File: src/rtl/spirose_pkg.sv
// spirose_pkg
//   Shared definitions for the capture and readout sides of the frame RAM.
//   - IMAGE_WIDTH / IMAGE_HEIGHT / IMAGE_SIZE: geometry of one slice in pixels
//   - rgb565_t: one RGB565 pixel as stored in RAM
//   - reader_state_t: states of the slice reader FSM
package spirose_pkg;

  localparam int IMAGE_WIDTH  = 40;
  localparam int IMAGE_HEIGHT = 48;
  localparam int IMAGE_SIZE   = IMAGE_WIDTH * IMAGE_HEIGHT;

  typedef struct packed {
    logic [4:0] r;
    logic [5:0] g;
    logic [4:0] b;
  } rgb565_t;

  typedef enum logic [1:0] {
    ST_IDLE       = 2'd0,
    ST_WAIT_SLICE = 2'd1,
    ST_READ       = 2'd2,
    ST_DRAIN      = 2'd3
  } reader_state_t;

endpackage

File: src/rtl/sync_fifo.sv
// sync_fifo
//   Single-clock FIFO with fall-through read: head shows the oldest entry
//   whenever empty=0, so a consumer can take it in the same cycle.
// Ports:
//   clk, nrst   clock, asynchronous active-low reset
//   push        write push_data (ignored when full)
//   push_data   data to write
//   pop         drop the head entry (ignored when empty)
//   flush       discard all entries; has priority over push and pop
//   head        oldest entry (meaningful only when empty=0)
//   count       number of stored entries, 0..DEPTH
//   full, empty status flags derived from count
module sync_fifo #(
  parameter int WIDTH = 16,
  parameter int DEPTH = 8
) (
  input  logic                       clk,
  input  logic                       nrst,
  input  logic                       push,
  input  logic [WIDTH-1:0]           push_data,
  input  logic                       pop,
  input  logic                       flush,
  output logic [WIDTH-1:0]           head,
  output logic [$clog2(DEPTH):0]     count,
  output logic                       full,
  output logic                       empty
);

  localparam int AW = $clog2(DEPTH);
  localparam logic [AW-1:0] PTR_ONE = AW'(1);
  localparam logic [AW:0]   CNT_ONE = (AW+1)'(1);
  localparam logic [AW:0]   CNT_MAX = (AW+1)'(DEPTH);

  logic [WIDTH-1:0] mem [DEPTH];
  logic [AW-1:0]    wr_ptr;
  logic [AW-1:0]    rd_ptr;
  logic             do_push;
  logic             do_pop;

  assign full    = (count == CNT_MAX);
  assign empty   = (count == '0);
  assign do_push = push && !full;
  assign do_pop  = pop && !empty;
  assign head    = mem[rd_ptr];

  always_ff @(posedge clk or negedge nrst) begin
    if (!nrst) begin
      wr_ptr <= '0;
      rd_ptr <= '0;
      count  <= '0;
    end else if (flush) begin
      wr_ptr <= '0;
      rd_ptr <= '0;
      count  <= '0;
    end else begin
      if (do_push) wr_ptr <= wr_ptr + PTR_ONE;
      if (do_pop)  rd_ptr <= rd_ptr + PTR_ONE;
      case ({do_push, do_pop})
        2'b10:   count <= count + CNT_ONE;
        2'b01:   count <= count - CNT_ONE;
        default: count <= count;
      endcase
    end
  end

  // Storage carries no reset: entries are only observed once count says so.
  always_ff @(posedge clk) begin
    if (do_push) mem[wr_ptr] <= push_data;
  end

endmodule

File: src/rtl/ram_slice_reader.sv
// ram_slice_reader
//   Streams one slice (IMAGE_SIZE pixels) out of the shared frame RAM per
//   new_slice pulse, in increasing address order, towards the LED driver
//   formatter. A prefetch FIFO absorbs the fixed RAM read latency so the
//   driver may apply back-pressure at any time.
// Ports:
//   clk, nrst        clock, asynchronous active-low reset
//   stream_ready     capture side holds displayable slices; low aborts and flushes
//   new_slice        one-cycle pulse, start the next slice
//   ram_addr         registered read address
//   ram_read_enable  registered read request
//   ram_data         read data, valid RAM_READ_LATENCY cycles after the request
//   pixel_data       FIFO head pixel (0 when nothing is valid)
//   pixel_valid      pixel_data valid
//   pixel_ready      driver accepts pixel_data
//   slice_index      slice being read, or next to be read
//   slice_done       one-cycle pulse after the last pixel of a slice transfers
//   underrun         sticky: new_slice arrived while a slice was in progress
//   fsm_state        current FSM state for observation
//
// Handshake: a pixel transfers on every rising edge where pixel_valid and
// pixel_ready are both 1. pixel_valid never depends on pixel_ready, and once
// raised, pixel_valid and pixel_data hold until that transfer happens (only a
// stream_ready drop or reset may withdraw them).
module ram_slice_reader
  import spirose_pkg::*;
#(
  parameter int RAM_ADDR_WIDTH   = 32,
  parameter int RAM_DATA_WIDTH   = 16,
  parameter int IMAGE_IN_RAM     = 18,
  parameter int RAM_READ_LATENCY = 2,
  parameter int FIFO_DEPTH       = 8
) (
  input  logic                            clk,
  input  logic                            nrst,
  input  logic                            stream_ready,
  input  logic                            new_slice,
  output logic [RAM_ADDR_WIDTH-1:0]       ram_addr,
  output logic                            ram_read_enable,
  input  logic [RAM_DATA_WIDTH-1:0]       ram_data,
  output logic [RAM_DATA_WIDTH-1:0]       pixel_data,
  output logic                            pixel_valid,
  input  logic                            pixel_ready,
  output logic [$clog2(IMAGE_IN_RAM)-1:0] slice_index,
  output logic                            slice_done,
  output logic                            underrun,
  output reader_state_t                   fsm_state
);

  localparam int IDX_W = $clog2(IMAGE_IN_RAM);
  localparam int CNT_W = $clog2(FIFO_DEPTH) + 1;
  localparam int PIX_W = $clog2(IMAGE_SIZE + 1);
  localparam int LAT   = RAM_READ_LATENCY;

  localparam logic [IDX_W-1:0] LAST_IDX  = IDX_W'(IMAGE_IN_RAM - 1);
  localparam logic [IDX_W-1:0] IDX_ONE   = IDX_W'(1);
  localparam logic [PIX_W-1:0] LAST_PIX  = PIX_W'(IMAGE_SIZE - 1);
  localparam logic [PIX_W-1:0] PIX_ONE   = PIX_W'(1);
  localparam logic [CNT_W-1:0] CNT_ONE   = CNT_W'(1);
  localparam logic [CNT_W:0]   DEPTH_LIM = (CNT_W+1)'(FIFO_DEPTH);

  reader_state_t             state;
  logic [PIX_W-1:0]          rd_cnt;      // reads issued in this slice
  logic [PIX_W-1:0]          xfer_cnt;    // pixels transferred in this slice
  logic [LAT-1:0]            lat_sr;      // request-valid bits travelling with the RAM pipeline
  logic [CNT_W-1:0]          in_flight;   // requests issued but not yet in the FIFO
  logic                      pending;     // new_slice seen while busy; start next slice at once
  logic [RAM_ADDR_WIDTH-1:0] slice_base;

  logic                      fifo_push;
  logic                      fifo_pop;
  logic                      fifo_full;
  logic                      fifo_empty;
  logic [CNT_W-1:0]          fifo_count;
  logic [RAM_DATA_WIDTH-1:0] fifo_head;
  logic                      credit_ok;
  logic                      issue;

  assign fsm_state  = state;
  assign slice_base = RAM_ADDR_WIDTH'(slice_index) * RAM_ADDR_WIDTH'(IMAGE_SIZE);

  // Returning data is captured exactly when the matching request bit leaves
  // the latency shift register, so no RAM-side valid is needed.
  assign fifo_push = lat_sr[LAT-1];
  assign fifo_pop  = pixel_valid && pixel_ready;

  // Every outstanding request already owns a FIFO slot, so the FIFO can never
  // overflow and ram_data never needs to be refused.
  assign credit_ok = ({1'b0, fifo_count} + {1'b0, in_flight}) < DEPTH_LIM;
  assign issue     = (state == ST_READ) && credit_ok && !fifo_full;

  assign pixel_valid = !fifo_empty;
  assign pixel_data  = fifo_empty ? '0 : fifo_head;

  sync_fifo #(
    .WIDTH (RAM_DATA_WIDTH),
    .DEPTH (FIFO_DEPTH)
  ) u_fifo (
    .clk       (clk),
    .nrst      (nrst),
    .push      (fifo_push),
    .push_data (ram_data),
    .pop       (fifo_pop),
    .flush     (!stream_ready),
    .head      (fifo_head),
    .count     (fifo_count),
    .full      (fifo_full),
    .empty     (fifo_empty)
  );

  always_ff @(posedge clk or negedge nrst) begin
    if (!nrst) begin
      state           <= ST_IDLE;
      ram_addr        <= '0;
      ram_read_enable <= 1'b0;
      lat_sr          <= '0;
      in_flight       <= '0;
      rd_cnt          <= '0;
      xfer_cnt        <= '0;
      pending         <= 1'b0;
      slice_index     <= '0;
      slice_done      <= 1'b0;
      underrun        <= 1'b0;
    end else if (!stream_ready) begin
      // Capture side withdrew the RAM contents: abandon everything except the
      // sticky underrun record. Data still in the RAM pipeline is dropped
      // because its request bits are cleared here.
      state           <= ST_IDLE;
      ram_read_enable <= 1'b0;
      lat_sr          <= '0;
      in_flight       <= '0;
      rd_cnt          <= '0;
      xfer_cnt        <= '0;
      pending         <= 1'b0;
      slice_index     <= '0;
      slice_done      <= 1'b0;
    end else begin
      slice_done      <= 1'b0;
      ram_read_enable <= issue;

      lat_sr[0] <= ram_read_enable;
      for (int i = 1; i < LAT; i++) lat_sr[i] <= lat_sr[i-1];

      case ({issue, fifo_push})
        2'b10:   in_flight <= in_flight + CNT_ONE;
        2'b01:   in_flight <= in_flight - CNT_ONE;
        default: in_flight <= in_flight;
      endcase

      if (issue) begin
        ram_addr <= slice_base + RAM_ADDR_WIDTH'(rd_cnt);
        rd_cnt   <= rd_cnt + PIX_ONE;
      end
      if (fifo_pop) xfer_cnt <= xfer_cnt + PIX_ONE;

      if (new_slice && (state == ST_READ || state == ST_DRAIN)) begin
        underrun <= 1'b1;
        pending  <= 1'b1;
      end

      case (state)
        ST_IDLE: state <= ST_WAIT_SLICE;
        ST_WAIT_SLICE: begin
          if (new_slice) begin
            state    <= ST_READ;
            rd_cnt   <= '0;
            xfer_cnt <= '0;
          end
        end
        ST_READ: begin
          if (issue && rd_cnt == LAST_PIX) state <= ST_DRAIN;
        end
        ST_DRAIN: begin
          if (fifo_pop && xfer_cnt == LAST_PIX) begin
            slice_done  <= 1'b1;
            slice_index <= (slice_index == LAST_IDX) ? '0 : slice_index + IDX_ONE;
            rd_cnt      <= '0;
            xfer_cnt    <= '0;
            // A request arriving on this very edge is honoured like an
            // earlier one; both restart reading immediately.
            if (pending || new_slice) begin
              state   <= ST_READ;
              pending <= 1'b0;
            end else begin
              state <= ST_WAIT_SLICE;
            end
          end
        end
        default: state <= ST_IDLE;
      endcase
    end
  end

endmodule
File: config.mk
export PLATFORM = sky130hd
export DESIGN_NAME = ram_slice_reader
export DESIGN_NICKNAME = d
export VERILOG_FILES = /design/src/rtl/spirose_pkg.sv /design/src/rtl/sync_fifo.sv /design/src/rtl/ram_slice_reader.sv
export SDC_FILE = /design/constraint.sdc
export NUM_CORES = 1
export LEC_CHECK = 0
export ABC_AREA = 1
export CORE_UTILIZATION = 35
export CTS_CLUSTER_SIZE = 40
export DETAILED_ROUTE_END_ITERATION = 8
export GPL_TIMING_DRIVEN = 0
export PLACE_DENSITY = 0.53
export SETUP_SLACK_MARGIN = 0.02
export SLEW_MARGIN = 5
export SYNTH_ARGS = -nofsm -noshare
export SYNTH_HDL_FRONTEND = slang
export SYNTH_HIERARCHICAL = 1
export SYNTH_SLANG_ARGS = --single-unit
export TNS_END_PERCENT = 20
File: constraint.sdc
create_clock -name clk -period 9.8 [get_ports clk]
set_input_delay 1.96 -clock clk [delete_from_list [all_inputs] [get_ports clk]]
set_output_delay 1.96 -clock clk [all_outputs]
set_load 0.05 [all_outputs]
; Word level (Yosys, flattened, before mapping)
; Memories as Yosys holds them, arrays and structs flattened.
; Cells that the tools add are included.
[word_totals]
word_cells = 107
regBits = 81
ram_bits = 128
mem_count = 1
in_bits = 21
[memory_table]
columns = name, depth, width, rd, rd_ports_with_merged_regs, write_ports, line_no
row1 = u_fifo.mem, 8, 16, 1, 0, 1, sync_fifo.sv:34  ; logic [WIDTH-1:0] mem [DEPTH];
[classes]
n_lt_le_gt_ge = 1
n_mux = 41
eq_ne = 20
reduce_logical = 18
n_addsub = 11
mul = 1
[op_table]
columns = cell, n
row1 = 11-bit 2-to-1 mux, 8
row2 = 11-bit one-hot mux with 2 select lines, 2
row3 = 11-bit by 1-bit adder with 11-bit output (second input constant), 2
row4 = 11-bit == test (second input constant), 2
row5 = 5-bit 2-to-1 mux, 4
row6 = 16-bit by 11-bit adder with 17-bit output, 1
row7 = 16-bit 2-to-1 mux, 1
row8 = 4-bit one-hot mux with 2 select lines, 2
row9 = 2-bit 2-to-1 mux, 6
row10 = 3-bit 2-to-1 mux, 4
row11 = 1-bit 2-to-1 mux, 11
row12 = 5-bit by 4-bit multiplier with 9-bit output (second input constant), 1
row13 = 4-bit by 1-bit adder with 4-bit output (second input constant), 2
row14 = 2-bit == test (second input constant), 4
row15 = 1-bit logical AND, 8
row16 = 4-bit 2-to-1 mux, 2
row17 = 2-bit by 1-bit != test with 1-bit output (second input constant), 4
row18 = 2-bit one-hot mux with 4 select lines, 1
row19 = 4-bit by 1-bit subtractor with 4-bit output (second input constant), 2
row20 = 3-bit by 1-bit adder with 3-bit output (second input constant), 2
row21 = 2-bit by 1-bit == test with 1-bit output (second input constant), 3
row22 = 3-bit by 1-bit != test with 1-bit output (second input constant), 2
row23 = 3-bit by 2-bit != test with 1-bit output (second input constant), 2
row24 = 2-bit AND reduction, 3
row25 = 11 further kinds, 13

; Depth between registers and ports, before layout
[logic_depth]
ltp_word = 8
ltp_mapped = 20
mapped_depth_nobuf = 20

; Cells and area by module
; The synthesis kept the hierarchy.
[modules_own_cells]
columns = mod, cells_per_inst, n_inst, area_each_um2, seq_area_each_um2
row1 = sync_fifo, 459, 1, 5612.9, 4093.9
row2 = ram_slice_reader, 503, 1, 3881.2, 1401.3

; Worst setup path after synthesis
; OpenSTA, ideal clock, no wires.
[synth_timing]
path_type = reg2out
startpoint = register u_fifo.rd_ptr[0]
endpoint = output port pixel_data[12]
required_time_ns = 7.840
path_stages_with_launch = 11
path_slack_ns = 5.911
arrival_ns = 1.929
path_cell_list = dfrtp_1 -> buf_2 -> inv_2 -> buf_4 -> buf_2 -> o21ai_0 -> o22ai_1 -> nor2_1 -> a31oi_1 -> inv_1 -> nor2_1
[synth_via]
elab_chain_len = 2
[synth_lines]
columns = element, line_no
row1 = "start, declared", sync_fifo.sv:36  ; logic [AW-1:0] rd_ptr;
row2 = "start signal, assigned", sync_fifo.sv:57  ; if (do_pop) rd_ptr <= rd_ptr + PTR_ONE;
row3 = memory 8 x 16 bit, --
row4 = via fifo_head[12], ram_slice_reader.sv:75  ; logic [RAM_DATA_WIDTH-1:0] fifo_head;
row5 = 16-bit 2-to-1 mux, ram_slice_reader.sv:93  ; assign pixel_data = fifo_empty ? '0 : fifo_head;
row6 = "end, declared", ram_slice_reader.sv:41  ; output logic [RAM_DATA_WIDTH-1:0] pixel_data,
; The timed path passes the listed nets, and every way through them passes these cells.

; Worst setup path after layout
[layout_timing]
startpoint = register u_fifo.rd_ptr[1]
endpoint = output port pixel_data[12]
; Same word-level chain as after synthesis.

==> impl_results.md <==
* Ratio of final minimum period to clock period at between 50 and 60%
* Initial Utilization at a little over a third
* Cell Area, Synth at 0.00949 sq mm
* Max stage delay on crit path at a little over 0.8 ns
* Num CTS Buffers at 17
* Synth area leaders: edfxtp_1 40%, dfrtp_1 17%, nor2_1 7.3%
* Final net count at ~1.1k
* Vias in the first global route at roughly 6.4k
* CP Launch Type: register
* Setup crit end kind: primary output
* Synthesized flop and latch total at 194
* Comb pwr share at 41.1%
* Hold-fix buffers, CTS at 0
* Number of fill cells at ~2.6k
* Pwr/cell area at about 250 mW/mm^2
* Share of post-route cells with drive strength above 1 at between 10% and 20%
* Minimum clock period after layout at 5.17 ns
* Final Power at about 2.8 mW
* Final HPWL DP at ~16,000 um
* Worst Hold Class: reg -> reg
* Post-synth EDFFs at ~130
* Adder-Cell Fraction of Synth Area at approximately 6%
* Mapped Cells at about 960
* Post-synth top area share at 40.5%
* Final worst setup slack at ~4.6 ns
* Worst-path clk slew at roughly 0.08 ns
* Status: finished clean
* Maximum VDD drop at approximately 0.22 mV
* Vias at about 6.8k
* Core Rows at 59
* Synth async-reset ratio at 34.0%
* Slew HR at between 40 and 50%
* Crit path cell chain: inv_1, clkbuf_1, o21ai_0, o22ai_1, nor2_1, a31oi_1, inv_1, nor2_1, clkdlybuf4s50_1
* Root buf cell: clkbuf_16
* Dpl cell area at approximately 0.011 sq mm
* Simple-Gate Fraction of Synth Area at a little under a fifth
* Multiplexer share of the synthesized area at 0%
* Clk Latency, worst-skew pair at 0.44 ns
* Die X at between 150 and 200 um
* Arrival time at the worst endpoint at between 3 and 4 ns
* Setup TNS at 0 ns
* ANT nets after route at 0
* Max Root-Sink Buffers at 2
* Gr usage total at about 17%
* GPL Wtd Cong at a little under 0.8
* Psw at between 1 and 1.5 mW
* First-pass GRT wire length at ~36,000 um
* Layout area overhead at 19.3%
* Detailed Route WL at between 20,000 and 25,000 um
* Clk pwr share at around a quarter
* Distinct cell type count after synthesis at 44
* Die area at between 0.02 and 0.03 sq mm
* Port-buffer cells at between 60 and 70
* # diodes at 0
* Avg WL per Cell at about 16 um
* Core area at 0.0264 sq mm
* Fin area at ~0.011 sq mm
* Switching share of power at roughly two fifths
* Largest family of logic cells by synthesized area: simple AND/OR/NAND/NOR gates
* Hold violation total from the final report at 0
* Iteration-0 DRC Markers at around 440
* Antenna violations before repair at 0
* Final Max Tran Viols at 0
* Post-place setup slack at slightly above 5 ns
* Sequential area share after synthesis at between 50 and 60%
* Clock skew at between 0.015 and 0.02 ns
* Worst EP required at 7.84 ns
* Gr ovfl total at 0
* P_int at approximately 1.6 mW
* Post-CTS sizing at 0
* Clock H-tree levels at 4
* Largest area contributor in the netlist: edfxtp_1
* Die H at approximately 170 um
* RSZ-0062 raised after global routing: false
* Critical path class: reg -> out
* Slew of the pin with the lowest slew margin at 0.824 ns
* Max Cap Viol at 0
* I/O pins at 80
* CP max FO at 10
* Lkg Pwr at ~4.7 nW
* First-pass DRT Iterations at 5
* Post-CTS Setup Inserts at 0
* Vias per cell at ~4.8
* Post-synthesis xor/xnor area fraction at about 1.3%
* DRC errors left at 0
* Number of setup violations in the final report at 0
* Mean Syn Cell Area at slightly below 10 sq um
* Max Clock Freq at between 0.15 and 0.2 GHz
* Largest net degree at the start of global routing at 52
* Flop pwr share at a little over a third
* Slowest library cell on the worst path: clkdlybuf4s50_1
* Clock sink total at slightly below 200
* Complex-gate fraction of the synthesized area at 9.28%
* CTS tree: done
* Post-synth top flop: edfxtp_1
* Syn. warnings at 6
* Worst hold margin at 0.453 ns
==> state kept, by name (all words and copies together) (netlist names), 2 cells and up <==
name and cells:
ram_addr 17, fsm_state 2, slice_index 5, u_fifo/wr_ptr 3, u_fifo/mem 128, lat_sr 2
u_fifo/rd_ptr 3, u_fifo/count 4, in_flight 4, xfer_cnt 11, rd_cnt 11
==> critical path: cells and delay by family (launching register included) <==
kind,cells,cell delay [ns]
and+or+nand+nor,2,0.15
AOI/OAI and AO/OA,3,0.60
buffers and inverters,4,1.59
DFF,1,0.45
==> cells by family (layout without fill, tap and decap cells) <==
| family | Yosys count | in the layout |
|---|---|---|
| flip-flops | 194 | 194 |
| XOR/XNOR | 14 | 14 |
| AND/OR/NAND/NOR | 408 | 408 |
| buffers and inverters | 149 | 252 |
| other | 1 | 15 |
| AO/OA/AOI/OAI | 156 | 156 |
| adder cells (fa/ha/maj) | 40 | 40 |
==> final cells by class <==
cell class / instances / area (sq um) / area share (%)
multi-input cells: 633 / 3390 / 30.0
plain buffers: 44 / 272 / 2.40
flip-flops and latches: 194 / 5500 / 48.5
well taps: 335 / 419 / 3.70
repair buffers: 73 / 787 / 6.95
clock inverters: 13 / 124 / 1.09
clock buffers: 17 / 425 / 3.76
inverters: 105 / 405 / 3.58
==> layout by cell type, fill, tap and decap left out, drive strengths merged, types with 2 or more instances in the layout <==
| cell | netlist | final |
|---|---|---|
| a21oi | 19 | 19 |
| clkdlybuf4s50 | 0 | 63 |
| clkinv | 4 | 8 |
| edfxtp | 128 | 128 |
| o21ai | 91 | 91 |
| nand2 | 147 | 147 |
| fa | 9 | 9 |
| ha | 31 | 31 |
| a31oi | 16 | 16 |
| inv | 101 | 107 |
| xor2 | 9 | 9 |
| clkinvlp | 0 | 3 |
| or2 | 3 | 3 |
| nor2 | 192 | 192 |
| conb | 1 | 15 |
| o21a | 2 | 2 |
| nor3 | 12 | 12 |
| xnor2 | 5 | 5 |
| nand4 | 14 | 14 |
| dfrtp | 66 | 66 |
| clkbuf | 15 | 32 |
| buf | 29 | 39 |
| o22ai | 21 | 21 |
| nand3 | 36 | 36 |
| a211oi | 3 | 3 |
| nand3b | 3 | 3 |
==> metal layers <==
layer / track usage (%) / part of all wire, %
met1: 21.6 / 46
met2: 29.0 / 50
met3: 2.78 / 3.4
met4: 4.51 / 1.0
met5: 0 / 0
==> power groups by stage <==
| stage | clock [mW] | sequential (mW) | combinational [mW] |
|---|---|---|---|
| 5_1_grt | 0.711 | 1.00 | 1.26 |
| 2_1_floorplan | 0 | 1.09 | 0.710 |
| 4_1_cts | 0.683 | 0.991 | 1.17 |
| 6_report | 0.665 | 0.991 | 1.16 |
| 3_5_place_dp | 0 | 1.01 | 1.17 |
| 3_3_place_gp | 0 | 1.01 | 1.16 |
==> per-stage QoR <==
stage               cells  util, %
floorplan             976        -
global placement     1375     40.2
detailed placement   1384     40.9
CTS                  1414     43.0
global route         1414     43.0
finish               1414     43.0
==> final timing paths <==
check | start | end | slack [ns] | depth (start not counted)
worst min register to register | lat_sr[0]$_DFF_PN0_ | lat_sr[1]$_DFF_PN0_ | 0.45 | 2
max in group asynchronous | nrst | ram_addr[9]$_DFFE_PN0P_ | 7.87 | 2
worst max-delay path | u_fifo/rd_ptr[1]$_DFFE_PN0P_ | pixel_data[12] | 4.63 | 9
worst max register to register | slice_index[0]$_DFFE_PN0P_ | ram_addr[15]$_DFFE_PN0P_ | 6.33 | 15
min in group asynchronous | nrst | xfer_cnt[5]$_DFF_PN0_ | 1.38 | 1
worst min-delay path | lat_sr[0]$_DFF_PN0_ | lat_sr[1]$_DFF_PN0_ | 0.45 | 2
==> cells in the mapped netlist (14+ instances only) <==
library cell,number
a31oi_1,16
nand3_1,33
dfrtp_1,66
nand4_1,14
nand2_1,139
ha_1,31
nor2_1,185
inv_1,96
edfxtp_1,128
clkbuf_1,15
buf_4,18
o22ai_1,21
o21ai_0,77
a21oi_1,18
No activity file was read; power rests on OpenSTA's default activity.
